**src/rtl/mc_sequencer_if.sv**
```systemverilog
// +------------------------------------------------------------------+
// | mc_sequencer_if : CPU/decoder/execution-unit bus of mc_sequencer |
// | Rev 1.0 - initial release                                        |
// +------------------------------------------------------------------+
`default_nettype none

interface mc_sequencer_if;
   logic       run;
   logic       instr_valid;
   logic [7:0] instr;
   logic       exec_done;
   logic [7:0] exec_result;
   logic       exec_start;
   logic [3:0] exec_op;
   logic [1:0] exec_sel_a;
   logic [1:0] exec_sel_b;
   logic       cpu_stall;
   logic [7:0] result;
   logic       result_valid;
   logic       next_instruction_trigger;
   logic       illegal_op;
   logic       timeout;

   modport master (
      output run, instr_valid, instr, exec_done, exec_result,
      input  exec_start, exec_op, exec_sel_a, exec_sel_b, cpu_stall,
             result, result_valid, next_instruction_trigger, illegal_op, timeout
   );

   modport slave (
      input  run, instr_valid, instr, exec_done, exec_result,
      output exec_start, exec_op, exec_sel_a, exec_sel_b, cpu_stall,
             result, result_valid, next_instruction_trigger, illegal_op, timeout
   );
endinterface

`default_nettype wire

```
**src/rtl/mc_sequencer.sv**
```systemverilog
// +------------------------------------------------------------------+
// | mc_sequencer : multicycle-instruction issue/wait/writeback FSM   |
// | Rev 1.0 - initial release                                        |
// +------------------------------------------------------------------+
`default_nettype none

module mc_sequencer #(
   parameter int TIMEOUT_CYCLES = 64
) (
   input  logic           clock,
   input  logic           reset,
   mc_sequencer_if.slave  bus
);

   localparam logic [1:0] c_IDLE  = 2'd0;
   localparam logic [1:0] c_ISSUE = 2'd1;
   localparam logic [1:0] c_WAIT  = 2'd2;
   localparam logic [1:0] c_WB    = 2'd3;

   // WAIT lasts TIMEOUT_CYCLES run-high cycles: the counter walks 0..TIMEOUT_CYCLES-1
   // and the abort happens on the run-high edge that finds it at the terminal value.
   localparam logic [7:0] c_TERM_CNT = 8'(TIMEOUT_CYCLES - 1);

   logic [1:0] state_q, state_d;
   logic [7:0] cnt_q, cnt_d;
   logic [3:0] op_q, op_d;
   logic [1:0] sel_a_q, sel_a_d;
   logic [1:0] sel_b_q, sel_b_d;
   logic [7:0] result_q, result_d;
   logic       illegal_q, illegal_d;
   logic       timeout_q, timeout_d;
   logic       w_legal;

   assign w_legal = (bus.instr[7:4] >= 4'h1) && (bus.instr[7:4] <= 4'h5);

   always_comb begin
      state_d   = state_q;
      cnt_d     = cnt_q;
      op_d      = op_q;
      sel_a_d   = sel_a_q;
      sel_b_d   = sel_b_q;
      result_d  = result_q;
      illegal_d = 1'b0;
      timeout_d = 1'b0;
      case (state_q)
         c_IDLE: begin
            if (bus.run && bus.instr_valid) begin
               if (w_legal) begin
                  op_d    = bus.instr[7:4];
                  sel_a_d = bus.instr[3:2];
                  sel_b_d = bus.instr[1:0];
                  state_d = c_ISSUE;
               end else begin
                  illegal_d = 1'b1;
               end
            end
         end
         c_ISSUE: begin
            cnt_d   = 8'd0;
            state_d = c_WAIT;
         end
         c_WAIT: begin
            // Completion wins over a coincident terminal count, and is taken even with run low.
            if (bus.exec_done) begin
               result_d = bus.exec_result;
               state_d  = c_WB;
            end else if (bus.run) begin
               if (cnt_q == c_TERM_CNT) begin
                  result_d  = 8'h00;
                  timeout_d = 1'b1;
                  state_d   = c_WB;
               end else begin
                  cnt_d = cnt_q + 8'd1;
               end
            end
         end
         default: begin
            state_d = c_IDLE;
         end
      endcase
   end

   always_ff @(posedge clock or posedge reset) begin
      if (reset) begin
         state_q   <= c_IDLE;
         cnt_q     <= 8'd0;
         op_q      <= 4'd0;
         sel_a_q   <= 2'd0;
         sel_b_q   <= 2'd0;
         result_q  <= 8'h00;
         illegal_q <= 1'b0;
         timeout_q <= 1'b0;
      end else begin
         state_q   <= state_d;
         cnt_q     <= cnt_d;
         op_q      <= op_d;
         sel_a_q   <= sel_a_d;
         sel_b_q   <= sel_b_d;
         result_q  <= result_d;
         illegal_q <= illegal_d;
         timeout_q <= timeout_d;
      end
   end

   assign bus.exec_start               = (state_q == c_ISSUE);
   assign bus.cpu_stall                = (state_q != c_IDLE);
   assign bus.result_valid             = (state_q == c_WB);
   assign bus.next_instruction_trigger = (state_q == c_WB) || illegal_q;
   assign bus.illegal_op               = illegal_q;
   assign bus.timeout                  = timeout_q;
   assign bus.exec_op                  = op_q;
   assign bus.exec_sel_a               = sel_a_q;
   assign bus.exec_sel_b               = sel_b_q;
   assign bus.result                   = result_q;

endmodule

`default_nettype wire

```
**src/flat_wrapper.sv**
```systemverilog
// flat-port wrapper written by rule: the top's interface ports become plain ports
module mc_sequencer_flat 
#(
   parameter int TIMEOUT_CYCLES = 64
)
  (clock, reset, bus_run, bus_instr_valid, bus_instr, bus_exec_done, bus_exec_result, bus_exec_start, bus_exec_op, bus_exec_sel_a, bus_exec_sel_b, bus_cpu_stall, bus_result, bus_result_valid, bus_next_instruction_trigger, bus_illegal_op, bus_timeout);
  mc_sequencer_if bus_i ();
  input  logic clock;
  input  logic reset;
  input wire logic [$bits(bus_i.run)-1:0] bus_run;
  input wire logic [$bits(bus_i.instr_valid)-1:0] bus_instr_valid;
  input wire logic [$bits(bus_i.instr)-1:0] bus_instr;
  input wire logic [$bits(bus_i.exec_done)-1:0] bus_exec_done;
  input wire logic [$bits(bus_i.exec_result)-1:0] bus_exec_result;
  output wire logic [$bits(bus_i.exec_start)-1:0] bus_exec_start;
  output wire logic [$bits(bus_i.exec_op)-1:0] bus_exec_op;
  output wire logic [$bits(bus_i.exec_sel_a)-1:0] bus_exec_sel_a;
  output wire logic [$bits(bus_i.exec_sel_b)-1:0] bus_exec_sel_b;
  output wire logic [$bits(bus_i.cpu_stall)-1:0] bus_cpu_stall;
  output wire logic [$bits(bus_i.result)-1:0] bus_result;
  output wire logic [$bits(bus_i.result_valid)-1:0] bus_result_valid;
  output wire logic [$bits(bus_i.next_instruction_trigger)-1:0] bus_next_instruction_trigger;
  output wire logic [$bits(bus_i.illegal_op)-1:0] bus_illegal_op;
  output wire logic [$bits(bus_i.timeout)-1:0] bus_timeout;
  assign bus_i.run = bus_run;
  assign bus_i.instr_valid = bus_instr_valid;
  assign bus_i.instr = bus_instr;
  assign bus_i.exec_done = bus_exec_done;
  assign bus_i.exec_result = bus_exec_result;
  assign bus_exec_start = bus_i.exec_start;
  assign bus_exec_op = bus_i.exec_op;
  assign bus_exec_sel_a = bus_i.exec_sel_a;
  assign bus_exec_sel_b = bus_i.exec_sel_b;
  assign bus_cpu_stall = bus_i.cpu_stall;
  assign bus_result = bus_i.result;
  assign bus_result_valid = bus_i.result_valid;
  assign bus_next_instruction_trigger = bus_i.next_instruction_trigger;
  assign bus_illegal_op = bus_i.illegal_op;
  assign bus_timeout = bus_i.timeout;
  mc_sequencer #(.TIMEOUT_CYCLES(TIMEOUT_CYCLES)) u_core (.clock(clock), .reset(reset), .bus(bus_i));
endmodule
```
**config.mk**
```make
export PLATFORM = sky130hd
export DESIGN_NAME = mc_sequencer_flat
export DESIGN_NICKNAME = d
export VERILOG_FILES = /design/src/rtl/mc_sequencer_if.sv /design/src/rtl/mc_sequencer.sv /design/src/flat_wrapper.sv
export SDC_FILE = /design/constraint.sdc
export NUM_CORES = 1
export LEC_CHECK = 0
export CORE_ASPECT_RATIO = 0.5
export CORE_UTILIZATION = 49
export CTS_CLUSTER_SIZE = 28
export DETAILED_ROUTE_END_ITERATION = 12
export GPL_ROUTABILITY_DRIVEN = 0
export PLACE_DENSITY_LB_ADDON = 0.12
export SLEW_MARGIN = 30
export SYNTH_ARGS = -nofsm -noshare
export SYNTH_HDL_FRONTEND = slang
export SYNTH_SLANG_ARGS = --single-unit
```
**constraint.sdc**
```tcl
create_clock -name clock -period 4 [get_ports clock]
set_input_delay 0.4 -clock clock [delete_from_list [all_inputs] [get_ports clock]]
set_output_delay 0.4 -clock clock [all_outputs]
set_load 0.02 [all_outputs]
```
# Yosys cells after proc, flatten, opt, wreduce, memory -nomap -nowiden
# Index checks and enable logic that the tools add are counted.
[totals]
output_inout_bits = 22
register_bits = 28
elab_cells = 54
in_bits = 21
[op_classes]
eq_ne = 11
order_cmp = 2
n_reduce_logical = 12
muxes = 20
n_addsub = 1
[ops]
columns = ["operator", "n"]
rows = [
  ["$mux W8", 6],
  ["$pmux W8 S2", 1],
  ["$mux W2", 5],
  ["$add A8 B1 Y8 const B", 1],
  ["$eq A8 B6 Y1 const B", 1],
  ["$reduce_and A4 Y1", 2],
  ["$reduce_bool A2 Y1", 4],
  ["$mux W1", 7],
  ["$ne A2 B2 Y1 const B", 3],
  ["$pmux W2 S3", 1],
  ["$reduce_and A3 Y1", 2],
  ["$eq A2 B2 Y1 const B", 2],
  ["$ge A4 B1 Y1 const B", 1],
  ["$le A4 B3 Y1 const B", 1],
  ["$ne A2 B1 Y1 const B", 2],
  ["$ne A3 B2 Y1 const B", 1],
  ["$ne A3 B3 Y1 const B", 1],
  ["$eq A2 B1 Y1 const B", 1],
  ["$logic_and A1 B1 Y1", 2],
  ["$logic_not A2 Y1", 1],
  ["$logic_or A1 B1 Y1", 1],
]

# Logic depth before layout (Yosys ltp)
# Gate-level depths: netlist of the first run.
[logic_depth]
ltp_word = 5
mapped_depth = 6
mapped_depth_nobuf = 6

# Worst setup path after synthesis of the first run
# Ideal clock, no wire load.
[synth_timing]
kind = "register to register"
startpoint = "register u_core.cnt_q[0]"
endpoint = "register u_core.state_q[1]"
path_buffers = 0
path_stages_with_launch = 6
setup_time_ps = 125
synth_period_minus_slack_ps = 1714
slack_ps = 2286
required_time_ps = 3875
arrival_ps = 1589
path_cell_list = "dfrtp_1 > ha_1 > nor3b_4 > and3_4 > o32ai_2 > mux2_4"
[synth_between]
elab_chain_cells = 3
[synth_rtl]
columns = ["item", "line_no", "source"]
rows = [
  ["start: declaration", "mc_sequencer.sv:25", "logic [7:0] cnt_q, cnt_d;"],
  ["start signal: assignment", "mc_sequencer.sv:95", "cnt_q <= cnt_d;"],
  ["$eq A8 B6 Y1", "mc_sequencer.sv:68", "if (cnt_q == c_TERM_CNT) begin"],
  ["$ne A3 B2 Y1 (no line)", "-", ""],
  ["$reduce_and A4 Y1 (no line)", "-", ""],
  ["end signal: assignment", "mc_sequencer.sv:85", "state_q <= c_IDLE;"],
  ["end signal: assignment", "mc_sequencer.sv:94", "state_q <= state_d;"],
  ["end: declaration", "mc_sequencer.sv:24", "logic [1:0] state_q, state_d;"],
]
# Every way passes these cells.
# A chain may end at the register's enable or synchronous reset.

# Final worst setup path of the first run
[layout_timing]
startpoint = "register u_core.state_q[0]"
endpoint = "output port bus_next_instruction_trigger"
[layout_between]
elab_chain_cells = 2
[layout_rtl]
columns = ["item", "line_no", "source"]
rows = [
  ["$eq A2 B2 Y1", "mc_sequencer.sv:108", "assign bus.next_instruction_trigger = (state_q == c_WB) || illegal_q;"],
  ["$logic_or A1 B1 Y1", "mc_sequencer.sv:108", ""],
  ["end: declaration", "flat_wrapper.sv:22", "output wire logic [$bits(bus_i.next_instruction_trigger)-1:0] bus_next_instruction_trigger;"],
]
# Every way passes these cells.

==> results of run 1 <==
==> registers in the layout, indices dropped and copies added, names as in the netlist <==
name                   count
u_core.bus.result          8
u_core.bus.exec_sel_a      2
u_core.state_q             2
u_core.bus.exec_sel_b      2
u_core.bus.exec_op         4
u_core.cnt_q               8
u_core.bus.timeout         1
u_core.bus.illegal_op      1
==> how the worst max path moves through the flow <==
| stage | from | end | cells after the start |
|---|---|---|---|
| floorplan | u_core.cnt_q[0] | u_core.state_q[1] | 5 |
| global placement | bus_run | u_core.bus.exec_op[1] | 4 |
| detailed placement | bus_run | u_core.bus.exec_sel_b[0] | 4 |
| CTS | u_core.state_q[0] | bus_next_instruction_trigger | 3 |
| global route | u_core.state_q[0] | bus_cpu_stall | 4 |
| finish | u_core.state_q[0] | bus_next_instruction_trigger | 3 |
==> through the flow <==
stage	instance area [µm²]	total power [W]	hold WS [ps]
floorplan	1356	0.0007903	465.4
global placement	1819	0.001037	488.6
detailed placement	1819	0.001053	494.4
CTS	1891	0.001282	516.8
global route	1891	0.001339	542.4
finish	1891	0.001272	493.7
==> logic make-up (layout without fill, tap and decap cells) <==
group / after synthesis / after routing / share of synthesized area, %
and+or+nand+nor: 35 / 35 / 16.88
adders and majority gates: 6 / 6 / 5.535
DFF: 28 / 28 / 51.66
xor gates and xnor gates: 2 / 2 / 1.292
buffers and inverters: 6 / 51 / 1.660
muxes: 11 / 11 / 9.133
AOI/OAI and AO/OA: 22 / 22 / 13.84
==> synthesized netlist by cell type, types with 2 or more instances <==
| cell type | instances | area [µm²] |
|---|---|---|
| sky130_fd_sc_hd__inv_1 | 5 | 18.77 |
| sky130_fd_sc_hd__xnor2_1 | 2 | 17.52 |
| sky130_fd_sc_hd__a22o_1 | 8 | 70.07 |
| sky130_fd_sc_hd__nand2_1 | 10 | 37.54 |
| sky130_fd_sc_hd__ha_1 | 6 | 75.07 |
| sky130_fd_sc_hd__a21oi_1 | 2 | 10.01 |
| sky130_fd_sc_hd__dfrtp_1 | 28 | 700.7 |
| sky130_fd_sc_hd__nand3_1 | 4 | 20.02 |
| sky130_fd_sc_hd__mux2i_1 | 3 | 30.03 |
| sky130_fd_sc_hd__nor2_1 | 7 | 26.28 |
| sky130_fd_sc_hd__mux2_2 | 7 | 78.83 |
==> layout by cell type, fill, tap and decap left out, drive strengths merged, types with 2 or more instances in the layout <==
cell type | netlist | final
mux2 | 8 | 8
mux2i | 3 | 3
clkdlybuf4s50 | 0 | 42
a211oi | 2 | 2
nor3 | 3 | 3
nand3 | 4 | 4
clkbuf | 0 | 3
xnor2 | 2 | 2
ha | 6 | 6
o21ai | 2 | 2
a21oi | 2 | 2
a22o | 8 | 8
inv | 5 | 5
nand2 | 10 | 10
dfrtp | 28 | 28
nor2 | 7 | 7
==> where the power goes <==
| group | switching (W) | internal (W) | total [W] |
|---|---|---|---|
| combinational | 0.000294 | 0.000309 | 0.000603 |
| sequential | 0.0000679 | 0.000377 | 0.000445 |
| clock | 0.0000896 | 0.000134 | 0.000224 |
| total | 0.000451 | 0.000820 | 0.00127 |
==> worst max-delay path, delay by kind of cell (launching register included) <==
family                     cells  cell delay, ps
DFF                            1             430
buffers and inverters          1             530
adders and majority gates      1             220
and+or+nand+nor                1             290
==> per-layer routing <==
metal	track usage, %	part of all wire, %	vias to the layer above
met4	2.885	0	0
li1	-	-	488
met1	26.49	50	491
met2	34.46	45	35
met3	6.824	5.3	0
met5	0	0	-
==> cell type report <==
cell class	count	share of cell area (%)
flip-flops and latches	28	37.06
inverters	5	0.9927
well taps	37	2.449
clock inverters	1	1.588
multi-input cells	76	33.49
clock buffers	3	2.184
repair buffers	42	22.24
==> results.md, run 1 <==
- The deepest clock path buffer count is 2.
- The kind of end point of the critical path is a primary output.
- Setup violations remaining at the end of the flow were counted as 0.
- In the final layout, the share of cells above drive strength 1 is 16.77%.
- The routed design has 2817 µm of wire.
- 43 I/O pins were placed.
- The minimum period implied by the final worst setup slack is 2152 ps.
- The count of flip-flops with a built-in enable after synthesis is 0.
- The number of global-route vias before repair is 971.
- The synthesized area per cell is 12.33 µm².
- After clock tree synthesis, the clock-pin slew on the worst setup and hold paths is 100 ps.
- The number of buffers inserted to repair setup after CTS is 0.
- The run finished with clean final reports.
- The detail route stage leaves a number of antenna-violating nets equal to 0.
- The netlist uses 39 different library cells.
- The peak supply drop is 428.7 µV.
- The sequential cell area is 700.7 µm².
- The iteration-0 DRC count of the detailed router is 52.
- Counting flops with an async set or reset pin after synthesis yields a share of 100.0%.
- The initial utilization of the core area, before any placement, comes to 52.12%.
- The global-route usage over all layers is 20.40%.
- The type of the worst setup path is flip-flop to primary output.
- STA puts the critical path data required time at 3600 ps.
- CTS built an H-tree with a depth of 1.
- The worst slack at placement is 1970 ps.
- The maximum number of pins on one net before global-route repair is 29.
- The type of the most critical hold path is primary input to asynchronous set/reset pin.
- In this run, post-CTS repair resized a total of 0 instances.
- The insertion delay of the later-clocked pin in the worst-skew pair is 280 ps.
- Clock tree synthesis selected as its root buffer the cell sky130_fd_sc_hd__clkbuf_8.
- Among all stages on the critical path, the largest delay is contributed by sky130_fd_sc_hd__clkdlybuf4s50_1.
- For the worst flop-to-flop path, the logic depth is 6.
- After detailed routing, the number of remaining DRC violations is 0.
- The antenna diode count is 0.
- In the routed layout, each cell is associated on average with a via count of 5.281.
- The leakage power is 0.8311 nW.
- After layout, the worst setup slack is 1848 ps.
- Counting every instance in the synthesized netlist gives 110.
- From bottom edge to top edge, the die measures 39.20 µm.
- At the end of the flow, the number of nets in the layout was 183.
- The worst stage delay on the critical path is 530 ps.
- For the pin with the worst max-slew slack, the measured transition is 586.5 ps.
- The total power divided by cell area is 672.6 mW/mm².
- In the finished design, the share of the clock period the worst path needs comes to 53.79%.
- Setup repair after global routing left no endpoint under its margin.
- Max-cap violations in this run came to 0.
- Yosys printed 0 warnings.
- Global routing finished with a remaining overflow of 0.
- Clock tree synthesis inserted a total of 3 buffers.
- The placeable core area is 0.002603 mm².
- After detailed routing, the average wire length per cell comes to 14.67 µm.
- The proportion of synthesized chip area in sequential cells is 51.66%.
- The final hold violation count came to 0.
- TritonCTS built the clock tree.
- The worst register-to-register path ends at u_core.cnt_q[5].
- The initialized floorplan defines 13 standard-cell rows.
- For the final database, setup skew stands at 5.037 ps.
- The mapped netlist covers 0.001356 mm².
- The half-perimeter wire length of the detailed placement result is 2149 µm.
- The count of state elements after synthesis is 28.
- The worst pin sits at a relative slew slack of 60.84%.
- In this run, placement finished with an instance count of 188.
- The synthesis-to-layout area growth is 39.39%.
- The worst reg2reg path startpoint is u_core.state_q[0].
- Adding up every negative setup slack in the final design gives 0 ps.
- The length of the first detailed-routing pass in iterations is 4.
- During placement, the flow inserted port buffers numbering 42.
- Summing over every cut layer, the via total after detailed routing is 1014.
- The count of final max-slew check failures came to 0.
- Timing would allow up to 464.7 MHz.
- The signal on the critical path passes through ha_1 -> or2_2 -> clkdlybuf4s50_1.
- The number of buffers inserted by hold repair at cts is 0.
- The number of antenna violations at the first check in global routing came to 0.
- The first global-routing pass estimated 4498 µm of wire.
- The overall die width is 76.41 µm.
- The floorplan step defined a die boundary enclosing 0.002995 mm².
- The footprint of the multi-input gates is 633.1 µm².
- Along the worst path, the maximum fanout reaches 4.
- In this run the register-to-register setup slack is 2110 ps.
- For this design, the sink count on the clock tree is 28.
- The type of origin of the critical path is a flip-flop.
- The number of nets in the synthesized netlist is 137.
- The fill cell total of the finished layout is 190.
- The data arrival time of the critical path is 1750 ps.
- Cells fill 72.64% of the core in the end.
- The post-route non-filler standard cell count is 192.
- The most common flop cell mapped by yosys is sky130_fd_sc_hd__dfrtp_1.
Note: power is estimated with default switching activity, not from simulation.
==> run 2: changes to the inputs <==
- CORE_UTILIZATION: 49 -> 41
- clock period: 4 -> 1.95 ns (I/O delays scaled with it)
==> results.md, run 2 (synthesis results as in run 1) <==
- The clock period could shrink to 1845 ps.
- The iteration-0 DRC count of the detailed router is 26 (-50%).
- The final antenna-violating net count came to 0 (unchanged).
- The post-route non-filler standard cell count is 200 (+4.2%).
- The detail-routed via count per cell is 5.055 (-4.3%).
- The maximum fanout along the worst path was 5 (+1).
- The net switching fraction of the power was 36.62% (+1.1 points).
- The routed wire length is 2765 µm (-1.8%).
- The transition time of the tightest slew-check pin is 385.2 ps (-201.3 ps).
- The area growth from synthesis to layout is 41.14%.
- The power share of the combinational group is 50.3% (+2.9 points).
- The path class of the tightest hold or removal check is primary input to asynchronous set/reset pin.
- The remaining routing DRC violations is 0 (unchanged).
- Timing would allow up to 541.9 MHz.
- The peak supply drop was 711.1 µV (+66%).
- The footprint of the multi-input gates is 635.6 µm² (+0.40%).
- STA classifies the critical path startpoint as a flip-flop.
- The effective utilization at floorplan is 43.99% (-8.1 points).
- The final hold violation count came to 0 (unchanged).
- The wire length of the first global-routing pass is 4678 µm (+4.0%).
- The TritonCTS clock tree is yes.
- The row count is 14 (+1).
- The core utilization of the finished layout is 62.09% (-11 points).
- The overall die area came to 0.003556 mm² (+19%).
- The data required time of the critical path is 1750 ps (-1850 ps).
- The final clock skew is 8.556 ps (+3.519 ps).
- The instance count after placement with tap cells included is 197 (+4.8%).
- Setup repair after global routing left no endpoint under its margin.
- The total congestion overflow is 0 (unchanged).
- The overall die width came to 83.34 µm (+9.1%).
- The routed wire length per instance is 13.83 µm (-5.8%).
- The clock-pin slew of the registers on the worst-case setup and hold paths came to 90 ps (about the same).
- The number of clock sinks seen by CTS is 28 (unchanged).
- The number of nets in the layout is 189 (+3.3%).
- The most common library cell in the layout ignoring fill and taps is sky130_fd_sc_hd__clkdlybuf4s50_1.
- The deepest clock path buffer count is 2 (unchanged).
- The master cell of the clock root buffer is sky130_fd_sc_hd__clkbuf_8.
- The total via count after detailed routing is 1011 (-0.30%).
- The maximum number of pins on one net before global-route repair is 29 (unchanged).
- The insertion delay of the later-clocked pin in the worst-skew pair is 280 ps (about the same).
- The number of placed I/O pins came to 43 (unchanged).
- The placeable core area is 0.003083 mm² (+18%).
- The net switching power was 0.0009009 W (+100%).
- STA classifies the critical path endpoint as a primary output.
- The normalized max-slew margin came to 74.24% (+13 points).
- The antenna diode count is 0 (unchanged).
- The total clock buffers created by CTS is 3 (unchanged).
- The worst hold slack is 270.9 ps (-222.8 ps).
- The part of the total power dissipated in sequential elements is 37.0% (+2.0 points).
- The fraction of final layout cells sized beyond drive strength 1 is 20.00% (+3.2 points).
- The number of buffers inserted by port buffering was 42 (unchanged).
- The total negative slack for setup checks is 0 ps (unchanged).
- The total number of H-tree levels is 1 (unchanged).
- The number of global-route vias before repair is 980 (+0.93%).
- The critical path in this run is classified as flip-flop to primary output.
- The floorplan die height is 42.67 µm (+8.9%).
- Of the available clock period, the critical path in the final layout requires 94.64%.
- Leaving out fill and tap cells, the most frequent cells in the layout are sky130_fd_sc_hd__clkdlybuf4s50_1 (40), sky130_fd_sc_hd__dfrtp_1 (27), sky130_fd_sc_hd__nand2_1 (10).
- The global-route usage over all layers came to 17.76% (-2.6 points).
- The data arrival time of the critical path came to 1650 ps (-100 ps).
- The length of the first detailed-routing pass in iterations is 3 (-1).
- The reported max-cap violation count was 0 (unchanged).
- The final number of setup-violating endpoints is 0 (unchanged).
- The count of final max-slew check failures was 0 (unchanged).
- The fill cell total of the finished layout is 257 (+35%).
- The leakage power is 0.8538 nW (+2.7%).
- The total power divided by cell area is 1285 mW/mm² (+91%).
- The number of antenna violations at the first check in global routing came to 0 (unchanged).
- The sequential cell area is 701.9 µm² (+0.18%).
- The run finished with clean final reports.
- The internal portion of total power came to 0.001559 W (+90%).
- The half-perimeter wire length of the detailed placement result is 2094 µm (-2.6%).
- The clock group share of total power was 12.7% (-4.9 points).
- The total power after layout is 0.002460 W (+93%).
-- run 2: cell types whose count changed in the layout (fill, tap and decap cells not counted) --
cell,previous run,this run
sky130_fd_sc_hd__buf_4,0,6
sky130_fd_sc_hd__clkdlybuf4s50_1,42,40
sky130_fd_sc_hd__bufinv_16,1,0
sky130_fd_sc_hd__dfrtp_1,28,27
sky130_fd_sc_hd__dfrtp_2,0,1
sky130_fd_sc_hd__dlygate4sd2_1,0,1
sky130_fd_sc_hd__dlymetal6s2s_1,0,1
sky130_fd_sc_hd__ha_1,6,5
sky130_fd_sc_hd__ha_2,0,1
sky130_fd_sc_hd__inv_1,4,5
sky130_fd_sc_hd__inv_2,1,0
-- run 2: final timing paths --
| check | start | to | slack (ps) | cells past startpoint |
|---|---|---|---|---|
| min in group clock | bus_exec_result[5] | u_core.bus.result[5] | 510 | 2 |
| max | u_core.state_q[1] | bus_exec_start | 100 | 3 |
| max in group asynchronous | reset | u_core.state_q[1] | 1400 | 3 |
| min | reset | u_core.state_q[0] | 270 | 3 |
| min reg2reg | u_core.bus.result[1] | u_core.bus.result[1] | 510 | 1 |
| max reg2reg | u_core.cnt_q[0] | u_core.state_q[1] | 200 | 5 |
-- run 2: what timing repair did --
item / CTS / global route
resized for setup: 1 / 3
buffers inserted: 0 / 0
setup endpoints to repair: 1 / 2
hold buffers: 0 / 0
pin swaps: 0 / 0
-- run 2: power by group through the flow --
stage	sequential, W	clock (W)	combinational, W
finish	0.000910	0.000312	0.00124
global route	0.000944	0.000349	0.00134
CTS	0.000908	0.000332	0.00125
detailed placement	0.000915	0	0.00126
global placement	0.000916	0	0.00123
floorplan	0.00108	0	0.000540
-- run 2: worst max-delay path: stages, from the launching register on --
cell and delay [ps]:
sky130_fd_sc_hd__dfrtp_2 450, sky130_fd_sc_hd__inv_1 90, sky130_fd_sc_hd__ha_1 210, sky130_fd_sc_hd__clkdlybuf4s50_1 620
-- run 2: stage by stage --
stage / area [µm²] / setup WS (ps)
floorplan: 1356 / 235.9
global placement: 1868 / 140.6
detailed placement: 1868 / 141.9
CTS: 1908 / 15.56
global route: 1914 / 25.92
finish: 1914 / 104.5
-- run 2: cell type report --
| type | instances | share of cell area (%) |
|---|---|---|
| multi-input combinational | 76 | 33.20 |
| timing repair buffer | 48 | 24.38 |
| tap | 40 | 2.614 |
| clock buffer | 3 | 2.157 |
| inverter | 5 | 0.9804 |
| sequential | 28 | 36.67 |
-- run 2: routing by layer --
layer,GRT usage [%],vias to the layer above,share of wire [%]
li1,-,500,-
met1,24.53,488,50
met2,26.23,19,44
met3,6.031,4,4.4
met4,6.207,0,1.3
met5,0,-,0
==> run 3: changes to the inputs <==
- CORE_UTILIZATION: 41 -> 45
- clock period: 1.95 -> 1.78 ns (I/O delays scaled with it)
==> results.md, run 3 (synthesis results as in run 1) <==
- The normalized max-slew margin was 73.86% (-0.38 points).
- The antenna diode count is 0 (unchanged).
- In this run the worst hold path is classified as primary input to asynchronous set/reset pin.
- The last element of the critical path is u_core.bus.exec_op[0].
- The fraction of final layout cells sized beyond drive strength 1 is 24.10% (+4.1 points).
- TritonCTS built the clock tree.
- The number of clock sinks seen by CTS was 28 (unchanged).
- The total number of H-tree levels is 1 (unchanged).
- The instance count after placement with tap cells included is 198 (+0.51%).
- After detailed routing, no signal wire sits above met3.
- In this run the clock root is driven by a sky130_fd_sc_hd__clkbuf_8.
- The clock-pin slew of the registers on the worst-case setup and hold paths is 90 ps (about the same).
- The number of placed I/O pins was 43 (unchanged).
- The row count is 13 (-1).
- The worst register-to-register path ends at u_core.bus.exec_op[0].
- The detail-routed via count per cell is 5.172 (+2.3%).
- The overall die width is 79.64 µm (-4.4%).
- The routed wire length came to 2884 µm (+4.3%).
- The final clock skew is 4.763 ps (-3.793 ps).
- The critical path starts at u_core.state_q[0].
- The insertion delay of the later-clocked pin in the worst-skew pair came to 270 ps (about the same).
- The global-route usage over all layers is 18.93% (+1.2 points).
- The number of antenna violations at the first check in global routing was 0 (unchanged).
- The leakage power was 0.8843 nW (+3.6%).
- The post-route non-filler standard cell count is 203 (+1.5%).
- The wire length on met2 is 1306 µm (+6.9%).
- The remaining routing DRC violations came to 0 (unchanged).
- The transition time of the tightest slew-check pin is 390.8 ps (+5.645 ps).
- The run finished with clean final reports.
- The library cell used most frequently in the layout, excluding fill and tap cells, is sky130_fd_sc_hd__clkdlybuf4s50_1.
- The data required time of the critical path came to 1940 ps (+190 ps).
- The worst hold slack is 270.9 ps (-0.004000 ps).
- The type of the worst setup path is flip-flop to flip-flop.
- The startpoint identified for the worst register-to-register timing path is u_core.state_q[0].
- The length of the first detailed-routing pass in iterations was 4 (+1).
- The data arrival time of the critical path is 1890 ps (+240 ps).
- The placeable core area is 0.002716 mm² (-12%).
- The maximum number of pins on one net before global-route repair is 29 (unchanged).
- The worst setup path is captured at a flip-flop.
- Relative to the synthesized area, the layout overhead comes to 44.46%.
- The total clock buffers created by CTS was 3 (unchanged).
- The total power divided by cell area was 1425 mW/mm² (+11%).
- The final non-filler cell area is 0.001959 mm² (+2.4%).
- The number of buffers inserted by hold repair at cts is 0 (unchanged).
- The routed wire length on met3 was 140 µm (+14%).
- The standard cell area after detailed placement is 0.001894 mm² (+1.4%).
- The total power after layout came to 0.002792 W (+13%).
- The total via count after detailed routing was 1050 (+3.9%).
- The flop-to-flop setup slack is 50 ps (-150 ps).
- The effective utilization at floorplan was 49.93% (+5.9 points).
- The reported max-cap violation count was 0 (unchanged).
- The number of nets in the layout was 195 (+3.2%).
- Counting I/O delays and the setup requirement, the final critical path takes 1729 ps.
- The routed wire length per instance was 14.21 µm (+2.8%).
- The final number of setup-violating endpoints came to 0 (unchanged).
- The maximum fanout along the worst path is 8 (+3).
- The final antenna-violating net count was 0 (unchanged).
- The number of global-route vias before repair is 980 (unchanged).
- The detailed-route wire length on metal 1 was 1437 µm (+3.9%).
- The type of origin of the critical path is a flip-flop.
- The maximum operating frequency is 578.4 MHz.
- The deepest clock path buffer count is 2 (unchanged).
- The worst reg-to-reg path cell count is 5 (unchanged).
- The count of final max-slew check failures is 0 (unchanged).
- The wire length of the first global-routing pass is 4505 µm (-3.7%).
- The peak supply drop is 724.0 µV (+1.8%).
- The floorplan die height was 40.82 µm (-4.3%).
- The number of buffers inserted by port buffering was 42 (unchanged).
- The total negative slack for setup checks came to 0 ps (unchanged).
- The iteration-0 DRC count of the detailed router is 28 (+7.7%).
- In the layout the commonest cells are sky130_fd_sc_hd__clkdlybuf4s50_1 (39), sky130_fd_sc_hd__dfrtp_1 (27), sky130_fd_sc_hd__buf_4 (12).
- The final critical-path share of the clock period is 97.13%.
- The final hold violation count is 0 (unchanged).
- The overall die area is 0.003251 mm² (-8.6%).
- Setup repair after global routing could not meet its margin everywhere.
- The half-perimeter wire length of the detailed placement result came to 2162 µm (+3.3%).
- The total congestion overflow came to 0 (unchanged).
[run 3: changes by cell type in the layout (fill, tap and decap cells not counted), sizes merged]
cell,change
buf,+6
clkdlybuf4s50,-1
dlygate4sd2,+2
dlymetal6s2s,-1
[run 3: worst min path at each step]
stage                         startpoint               endpoint  cells after the start
floorplan                          reset  u_core.bus.exec_op[0]                      1
global placement    u_core.bus.result[5]   u_core.bus.result[5]                      1
detailed placement  u_core.bus.result[3]   u_core.bus.result[3]                      1
CTS                                reset     u_core.bus.timeout                      3
global route                       reset     u_core.bus.timeout                      3
finish                             reset        u_core.cnt_q[1]                      3
[run 3: power breakdown]
part           switching [W]  internal [W]  total (W)
Combinational       0.000690      0.000767    0.00146
Clock               0.000191      0.000152   0.000343
Sequential          0.000142      0.000850   0.000991
Total                0.00102       0.00177    0.00279
[run 3: layout make-up]
cell class	count	area, µm²
repair buffers	54	506.7
fillers	202	757.0
multi-input cells	76	644.4
inverters	5	18.77
flip-flops and latches	28	701.9
clock buffers	3	41.29
well taps	37	46.29
[run 3: stage by stage]
stage / utilization [%] / setup slack, ps
final: 72.13 / 51.13
after global routing: 72.13 / -32.28
after CTS: 71.12 / 50.19
after detailed placement: 69.74 / -21.81
after global placement: 69.74 / 18.62
after floorplan: - / 65.88
[run 3: repair_timing]
| item | 4_1_cts | 5_1_grt |
|---|---|---|
| pin swaps | 0 | 1 |
| buffers inserted | 0 | 2 |
| resized for setup | 3 | 5 |
| endpoints found under the hold margin | 0 | 0 |
| endpoints found under the setup margin | 3 | 9 |
[run 3: critical path, cell delays in order, from the launching register on]
cell and delay [ps]:
sky130_fd_sc_hd__dfrtp_1 440, sky130_fd_sc_hd__inv_2 100, sky130_fd_sc_hd__ha_2 200, sky130_fd_sc_hd__nand3_2 100, sky130_fd_sc_hd__nor3_4 400, sky130_fd_sc_hd__mux2_2 390
[run 3: routing by layer]
metal | GRT usage (%) | up-vias
met5 | 0 | -
met4 | 0 | 0
met3 | 6.667 | 0
met2 | 32.69 | 24
met1 | 24.90 | 510
li1 | - | 516
